`src/rtl/systolic_array_param_if.sv`:
```
// Operand input stream and result output stream of the systolic array.
// The slave side belongs to the array, the master side to whatever feeds it.
interface systolic_array_param_if #(
    parameter int N  = 4,
    parameter int DW = 8,
    parameter int AW = 32
);
    logic [N*DW-1:0] a_in;
    logic [N*DW-1:0] b_in;
    logic            in_valid;
    logic            in_last;
    logic            in_ready;
    logic [N*AW-1:0] out_data;
    logic            out_valid;
    logic            out_last;
    logic            out_ready;
    logic            busy;

    modport master (
        output a_in, b_in, in_valid, in_last, out_ready,
        input  in_ready, out_data, out_valid, out_last, busy
    );

    modport slave (
        input  a_in, b_in, in_valid, in_last, out_ready,
        output in_ready, out_data, out_valid, out_last, busy
    );
endinterface

```
`src/rtl/systolic_array_param.sv`:
```
// N x N output-stationary systolic multiplier, C = A * B, K set per job by the
// input stream length. Results are read out one row of C per transfer.
//
// state | meaning
// IDLE  | waiting for the first beat of a job
// LOAD  | streaming beats until in_last
// DRAIN | letting the last beat's wavefront reach PE(N-1,N-1)
// OUT   | presenting rows of C, one per out handshake
module systolic_array_param #(
    parameter int N      = 4,
    parameter int DW     = 8,
    parameter int AW     = 32,
    parameter bit SIGNED = 1'b1
) (
    input logic clk,
    input logic reset,
    systolic_array_param_if.slave io
);
    localparam int RW = (N > 1) ? $clog2(N) : 1;
    localparam int CW = $clog2(2 * N) + 1;
    localparam logic [RW-1:0] ROW_LAST   = RW'(N - 1);
    // Drain lasts 2N-2 cycles; the counter expires when it reads zero.
    localparam logic [CW-1:0] DRAIN_INIT = CW'((N > 1) ? 2 * N - 3 : 0);

    typedef enum logic [1:0] {IDLE, LOAD, DRAIN, OUT} state_t;

    state_t        state_q, state_d;
    logic [RW-1:0] row_q, row_d;
    logic [CW-1:0] drain_q, drain_d;
    logic          accept;
    logic          clr;

    logic [DW-1:0] a_edge   [N];
    logic [DW-1:0] b_edge   [N];
    logic [DW-1:0] a_skew_q [N][N];
    logic [DW-1:0] a_skew_d [N][N];
    logic [DW-1:0] b_skew_q [N][N];
    logic [DW-1:0] b_skew_d [N][N];
    logic [DW-1:0] a_fwd_q  [N][N];
    logic [DW-1:0] a_fwd_d  [N][N];
    logic [DW-1:0] b_fwd_q  [N][N];
    logic [DW-1:0] b_fwd_d  [N][N];
    logic [DW-1:0] a_op     [N][N];
    logic [DW-1:0] b_op     [N][N];
    logic [AW-1:0] acc_q    [N][N];
    logic [AW-1:0] acc_d    [N][N];

    // Job sequencing: next state, drain timer and readout row
    always_comb begin
        state_d     = state_q;
        row_d       = row_q;
        drain_d     = drain_q;
        io.in_ready = (state_q == IDLE) || (state_q == LOAD);
        accept      = io.in_valid && io.in_ready;
        clr         = accept && (state_q == IDLE);
        case (state_q)
            IDLE, LOAD: begin
                if (accept) begin
                    if (io.in_last) begin
                        if (N == 1) begin
                            state_d = OUT;
                            row_d   = '0;
                        end else begin
                            state_d = DRAIN;
                            drain_d = DRAIN_INIT;
                        end
                    end else begin
                        state_d = LOAD;
                    end
                end
            end
            DRAIN: begin
                if (drain_q == '0) begin
                    state_d = OUT;
                    row_d   = '0;
                end else begin
                    drain_d = drain_q - CW'(1);
                end
            end
            OUT: begin
                if (io.out_ready) begin
                    if (row_q == ROW_LAST) begin
                        state_d = IDLE;
                        row_d   = '0;
                    end else begin
                        row_d = row_q + RW'(1);
                    end
                end
            end
            default: state_d = IDLE;
        endcase
    end

    // Zero-gate operands at the edge, then skew and forward them across the array
    always_comb begin
        for (int i = 0; i < N; i++) begin
            a_edge[i]      = accept ? io.a_in[(N-1-i)*DW +: DW] : '0;
            b_edge[i]      = accept ? io.b_in[(N-1-i)*DW +: DW] : '0;
            a_skew_d[i][0] = a_edge[i];
            b_skew_d[i][0] = b_edge[i];
            for (int d = 1; d < N; d++) begin
                a_skew_d[i][d] = a_skew_q[i][d-1];
                b_skew_d[i][d] = b_skew_q[i][d-1];
            end
        end
        for (int i = 0; i < N; i++) begin
            for (int j = 0; j < N; j++) begin
                if (j == 0) begin
                    a_op[i][j] = (i == 0) ? a_edge[i] : a_skew_q[i][(i > 0) ? i - 1 : 0];
                end else begin
                    a_op[i][j] = a_fwd_q[i][(j > 0) ? j - 1 : 0];
                end
                if (i == 0) begin
                    b_op[i][j] = (j == 0) ? b_edge[j] : b_skew_q[j][(j > 0) ? j - 1 : 0];
                end else begin
                    b_op[i][j] = b_fwd_q[(i > 0) ? i - 1 : 0][j];
                end
                a_fwd_d[i][j] = a_op[i][j];
                b_fwd_d[i][j] = b_op[i][j];
            end
        end
    end

    // Multiply-accumulate in every PE; clr restarts accumulation for a new job
    always_comb begin
        logic [2*DW-1:0] a_x;
        logic [2*DW-1:0] b_x;
        logic [2*DW-1:0] prod;
        logic [AW-1:0]   prod_w;
        for (int i = 0; i < N; i++) begin
            for (int j = 0; j < N; j++) begin
                a_x    = {{DW{SIGNED & a_op[i][j][DW-1]}}, a_op[i][j]};
                b_x    = {{DW{SIGNED & b_op[i][j][DW-1]}}, b_op[i][j]};
                // The true product fits in 2*DW bits, so the truncated multiply is exact.
                prod   = a_x * b_x;
                prod_w = AW'(prod);
                if (SIGNED && prod[2*DW-1]) begin
                    prod_w = prod_w | ({AW{1'b1}} << (2 * DW));
                end
                acc_d[i][j] = clr ? prod_w : acc_q[i][j] + prod_w;
            end
        end
    end

    // Status flags and the row-serial result view
    always_comb begin
        io.out_valid = (state_q == OUT);
        io.out_last  = (state_q == OUT) && (row_q == ROW_LAST);
        io.busy      = (state_q != IDLE);
        io.out_data  = '0;
        if (state_q == OUT) begin
            for (int j = 0; j < N; j++) begin
                io.out_data[(N-1-j)*AW +: AW] = acc_q[row_q][j];
            end
        end
    end

    // State, counters, pipeline and accumulators; reset clears everything
    always_ff @(posedge clk) begin
        if (!reset) begin
            state_q <= IDLE;
            row_q   <= '0;
            drain_q <= '0;
            for (int i = 0; i < N; i++) begin
                for (int j = 0; j < N; j++) begin
                    a_skew_q[i][j] <= '0;
                    b_skew_q[i][j] <= '0;
                    a_fwd_q[i][j]  <= '0;
                    b_fwd_q[i][j]  <= '0;
                    acc_q[i][j]    <= '0;
                end
            end
        end else begin
            state_q <= state_d;
            row_q   <= row_d;
            drain_q <= drain_d;
            for (int i = 0; i < N; i++) begin
                for (int j = 0; j < N; j++) begin
                    a_skew_q[i][j] <= a_skew_d[i][j];
                    b_skew_q[i][j] <= b_skew_d[i][j];
                    a_fwd_q[i][j]  <= a_fwd_d[i][j];
                    b_fwd_q[i][j]  <= b_fwd_d[i][j];
                    acc_q[i][j]    <= acc_d[i][j];
                end
            end
        end
    end
endmodule

```
`src/flat_wrapper.sv`:
```
// flat-port wrapper written by rule: the top's interface ports become plain ports
module systolic_array_param_flat 
#(
    parameter int N      = 4,
    parameter int DW     = 8,
    parameter int AW     = 32,
    parameter bit SIGNED = 1'b1
)
  (clk, reset, io_a_in, io_b_in, io_in_valid, io_in_last, io_out_ready, io_in_ready, io_out_data, io_out_valid, io_out_last, io_busy);
  systolic_array_param_if #(.N(N), .DW(DW), .AW(AW)) io_i ();
  input logic clk;
  input logic reset;
  input wire logic [$bits(io_i.a_in)-1:0] io_a_in;
  input wire logic [$bits(io_i.b_in)-1:0] io_b_in;
  input wire logic [$bits(io_i.in_valid)-1:0] io_in_valid;
  input wire logic [$bits(io_i.in_last)-1:0] io_in_last;
  input wire logic [$bits(io_i.out_ready)-1:0] io_out_ready;
  output wire logic [$bits(io_i.in_ready)-1:0] io_in_ready;
  output wire logic [$bits(io_i.out_data)-1:0] io_out_data;
  output wire logic [$bits(io_i.out_valid)-1:0] io_out_valid;
  output wire logic [$bits(io_i.out_last)-1:0] io_out_last;
  output wire logic [$bits(io_i.busy)-1:0] io_busy;
  assign io_i.a_in = io_a_in;
  assign io_i.b_in = io_b_in;
  assign io_i.in_valid = io_in_valid;
  assign io_i.in_last = io_in_last;
  assign io_i.out_ready = io_out_ready;
  assign io_in_ready = io_i.in_ready;
  assign io_out_data = io_i.out_data;
  assign io_out_valid = io_i.out_valid;
  assign io_out_last = io_i.out_last;
  assign io_busy = io_i.busy;
  systolic_array_param #(.N(N), .DW(DW), .AW(AW), .SIGNED(SIGNED)) u_core (.clk(clk), .reset(reset), .io(io_i));
endmodule
```
`config.mk`:
```
export PLATFORM = sky130hd
export DESIGN_NAME = systolic_array_param_flat
export DESIGN_NICKNAME = d
export VERILOG_FILES = /design/src/rtl/systolic_array_param_if.sv /design/src/rtl/systolic_array_param.sv /design/src/flat_wrapper.sv
export SDC_FILE = /design/constraint.sdc
export NUM_CORES = 2
export LEC_CHECK = 0
export CAP_MARGIN = 40
export CORE_AREA = 2 2 655 396
export CTS_CLUSTER_SIZE = 30
export DETAILED_ROUTE_END_ITERATION = 10
export DIE_AREA = 0 0 657 398
export HOLD_SLACK_MARGIN = 0.1
export SYNTH_ARGS = -nofsm -noshare
export SYNTH_HDL_FRONTEND = slang
export SYNTH_SLANG_ARGS = --single-unit
```
`constraint.sdc`:
```
create_clock -name clk -period 7.44 [get_ports clk]
set_input_delay 1.116 -clock clk [delete_from_list [all_inputs] [get_ports clk]]
set_output_delay 1.116 -clock clk [all_outputs]
set_load 0.01 [all_outputs]
```
==> summary.md <==
- **result of the run** complete, no violations
- **vias in the first global route** 72,300
- **post-layout net count** 12,400
- **PD cells** 141 nW/um2
- **relative slew slack** 40.0%
- **slew at the pin closest to its max-slew limit** 0.894 ns
- **Synth cell types** 99
- **Routed Wire Length** 277 mm
- **first-pass GRT wire length** 431 mm
- **Final min period** 7.34 ns
- **critical path fanouts, max** 11
- **sinks on the clock net** 810
- **Min-Delay Endpoint** u_core.b_skew_q[3][14]$_SDFF_PN0_
- **Cells after DPL** 13,800
- **detailed-route via count** 72,500
- **worst setup timing slack at the placement stage** -1.30 ns
- **Highest Clock Rate** 0.136 GHz
- **delay of the slowest cell on the worst path** 0.56 ns
- **required time of the critical path** 8.09 ns
- **most common library cell in the layout ignoring fill and taps** inv_1
- **PnR worst setup slack** 0.0950 ns
- **clock-pin slew on the worst setup and hold paths** 0.07 ns
- **mean instance size in the synthesized netlist** 8.87 um2
- **met2 track demand over resource in global routing** 29.6%
- **buffers plus inverters on the worst setup path** 13
- **detailed-placement wirelength estimate** 222 mm
- **syn_nets** 12,000
- **register area share after synthesis** 18.2%
- **global routing's busiest layer** met1
- **Leakage Power** 47.3 nW
- **post-route DRC violation count** 0
- **final setup violating endpoints** 0
- **EDFF count, synth** 0
- **Hold/Removal Path Class** reg -> reg
- **post-layout utilization of the core** 40.1%
- **number of synthesized register bits** 810
- **final max-slew violation count** 0
- **cell repeated most along the worst path** fa_1
- **routing usage on met1** 32.9%
- **Area Growth Syn to Fin** 14.9%
- **total I/O pin count** 201
- **R2R Path End** u_core.acc_q[1][63]$_SDFF_PN0_
- **kind of critical path** in -> reg
- **Hold Fails Final Rpt** 0
- **number of antenna violations at the first check in global routing** 13
- **Pre-antenna DRT Iters** 5
- **peak supply drop** 0.171 mV
- **GRT Resource Usage Total** 21.0%
- **Worst path top cell family by delay** adder cells
- **most used cells in the layout excluding fill and tap cells** inv_1, ha_1, and2_1, fa_1, nand2_1
- **die area** 261,000 um2
- **met3 track demand over resource** 3.45%
- **cell with the largest stage delay on the worst path** fa_1
- **TritonCTS Buffers** 97
- **Yosys warnings** 0
- **reg2reg setup slack** 0.20 ns
- **data arrival time of the critical path** 8.00 ns
- **vias per cell** 5.17
- **clock tree from TritonCTS** done
- **chip width** 657 um
- **Critical Path Sink Type** flip-flop
- **Skew-Pair Late Insertion Delay** 0.74 ns
- **primary flip-flop cell chosen by synthesis mapping** dfxtp_1
- **post-synthesis instance area** 89,100 um2
- **routability-driven placement congestion ratio** 0.934
- **number of cells produced by synthesis** 10,000
- **final non-filler cell total** 14,000
- **logic depth of the worst register-to-register path** 28
- **cell area after layout** 102,000 um2
- **ys async rst share** 0%
- **Starting Density** 34.9%
- **share of layout cells above drive strength 1** 9.39%
- **Clock Tree Root** clkbuf_16
- **total power draw** 14.5 mW
- **hold-critical path depth** 1
- **deepest level of the CTS H-tree** 3
- **nature of the critical path startpoint** input port
- **startpoint of the worst-slack reg-to-reg timing path** u_core.a_fwd_q[1][22]$_SDFF_PN0_
- **Final ANT Viol Nets** 0
- **final period utilization** 98.7%
- **routed length per placed instance** 19.8 um
- **core region area** 255,000 um2
- **number of core rows** 144
- **max-cap viol count** 0
- **largest net degree at the start of global routing** 146
- **y dimension of the die** 398 um
- **number of design-rule violations left by the first detailed-router iteration** 6,086
- **Hold Path Origin** u_core.b_skew_q[3][22]$_SDFF_PN0_
- **number of I/O port buffers** 200
- **grt total ovfl** 0
- **placed cell area** 97,700 um2
- **CTS max path bufs** 3
- **RSZ-0062 raised after global routing** yes
- **skew final** 0.0376 ns
[sequential cells by signal, indices dropped and copies added (netlist names), named ones only]
register and flops:
u_core.row_q 2, u_core.b_fwd_q 96, u_core.a_skew_q 56, u_core.state_q 2
u_core.a_fwd_q 88, u_core.acc_q 512, u_core.drain_q 4, u_core.b_skew_q 48
[layout make-up]
cell class	instances	area [um2]
Fill cell	25200	153000
Inverter	1250	4700
Timing Repair Buffer	612	5430
Multi-Input combinational cell	7703	68000
Clock inverter	41	684
Antenna cell	17	42.5
Clock buffer	140	2860
Tap cell	3431	4290
Sequential cell	810	16300
Timing Repair inverter	1	7.51
[cell families after synthesis]
family                   after synthesis  share of synthesized area [%]
flip-flops                           810                           18.2
multiplexers                         138                           3.35
buffers and inverters               1530                           6.46
AO/OA/AOI/OAI                       2047                           14.4
adder cells (fa/ha/maj)             1858                           33.6
AND/OR/NAND/NOR                     2959                           17.1
XOR/XNOR                             701                           6.89
[per-layer routing]
metal | vias to the layer above | wire length, um
met4 | 6 | 6120
met1 | 35500 | 141000
met2 | 2259 | 109000
met5 | - | 179
li1 | 34400 | -
met3 | 272 | 20900
[cells in the mapped netlist (all sizes together) (7+ instances only)]
master,instances,area [um2]
ha,962,12000
mux2i,9,90.1
and3,164,1030
mux4,128,2880
nand4,42,263
a221oi,12,124
clkbuf,260,976
or2,20,125
o22ai,7,43.8
xnor2,492,4310
xor2,209,1830
dfxtp,810,16200
o211ai,21,163
a21o,312,2340
o31ai,31,233
nor4,12,81.3
inv,1250,4690
o41a,9,101
o21a,62,465
nand2,824,3090
o21ai,437,2200
and2,918,5740
a211o,14,123
nor3b,12,90.1
a41oi,9,86.3
a21boi,16,124
a2111oi,20,239
nand3,126,631
a311oi,16,159
nand2b,184,1150
a211oi,74,571
nor2b,69,432
fa,896,17900
a31oi,54,357
o2111ai,8,76.3
a221o,7,70.1
or3,25,156
nor2,439,1650
nor3,85,435
a21oi,749,3760
o41ai,11,119
o21bai,119,901
and4,10,87.6
buf,20,83.8
[worst max path at each step]
stage           startpoint                               to  slack, ns  cells past startpoint
2_1_floorplan  io_in_valid  u_core.acc_q[0][127]$_SDFF_PN0_      -0.06                     33
3_3_place_gp   io_in_valid  u_core.acc_q[0][127]$_SDFF_PN0_      -1.33                     31
3_5_place_dp   io_in_valid  u_core.acc_q[0][127]$_SDFF_PN0_      -1.30                     31
4_1_cts        io_in_valid  u_core.acc_q[0][127]$_SDFF_PN0_      -0.05                     36
5_1_grt        io_in_valid  u_core.acc_q[0][127]$_SDFF_PN0_      -0.14                     37
6_report       io_in_valid  u_core.acc_q[0][127]$_SDFF_PN0_        0.1                     37
[stage by stage]
stage / hold slack (ns) / TNS (ns)
after CTS: 0.432 / -0.0779
after floorplan: 0.412 / -0.0580
after global routing: 0.449 / -0.615
after detailed placement: 0.418 / -15.94
after global placement: 0.416 / -15.86
final: 0.432 / 0
[report_power, final]
group / internal (mW) / switching, mW / total, mW
Combinational: 1.96 / 2.24 / 4.20
Sequential: 4.55 / 0.288 / 4.84
Clock: 3.17 / 2.24 / 5.41
Total: 9.69 / 4.77 / 14.5
[worst register-to-register path, delay by kind of cell (launching register included)]
| family | cells | cell delay [ns] |
|---|---|---|
| flops | 1 | 0.31 |
| xor+xnor | 1 | 0.19 |
| buf+inv | 4 | 0.46 |
| compound gates | 12 | 2.96 |
| simple gates | 4 | 0.50 |
| mux | 1 | 0.22 |
| fa+ha+maj | 6 | 2.53 |
[repair_timing]
item,CTS,global route
pin swaps,13,59
endpoints found under the setup margin,14,106
hold buffers,0,0
gates cloned,1,1
gates resized for setup,26,202
setup buffers,5,21
Power figures use the tool's default switching activity.
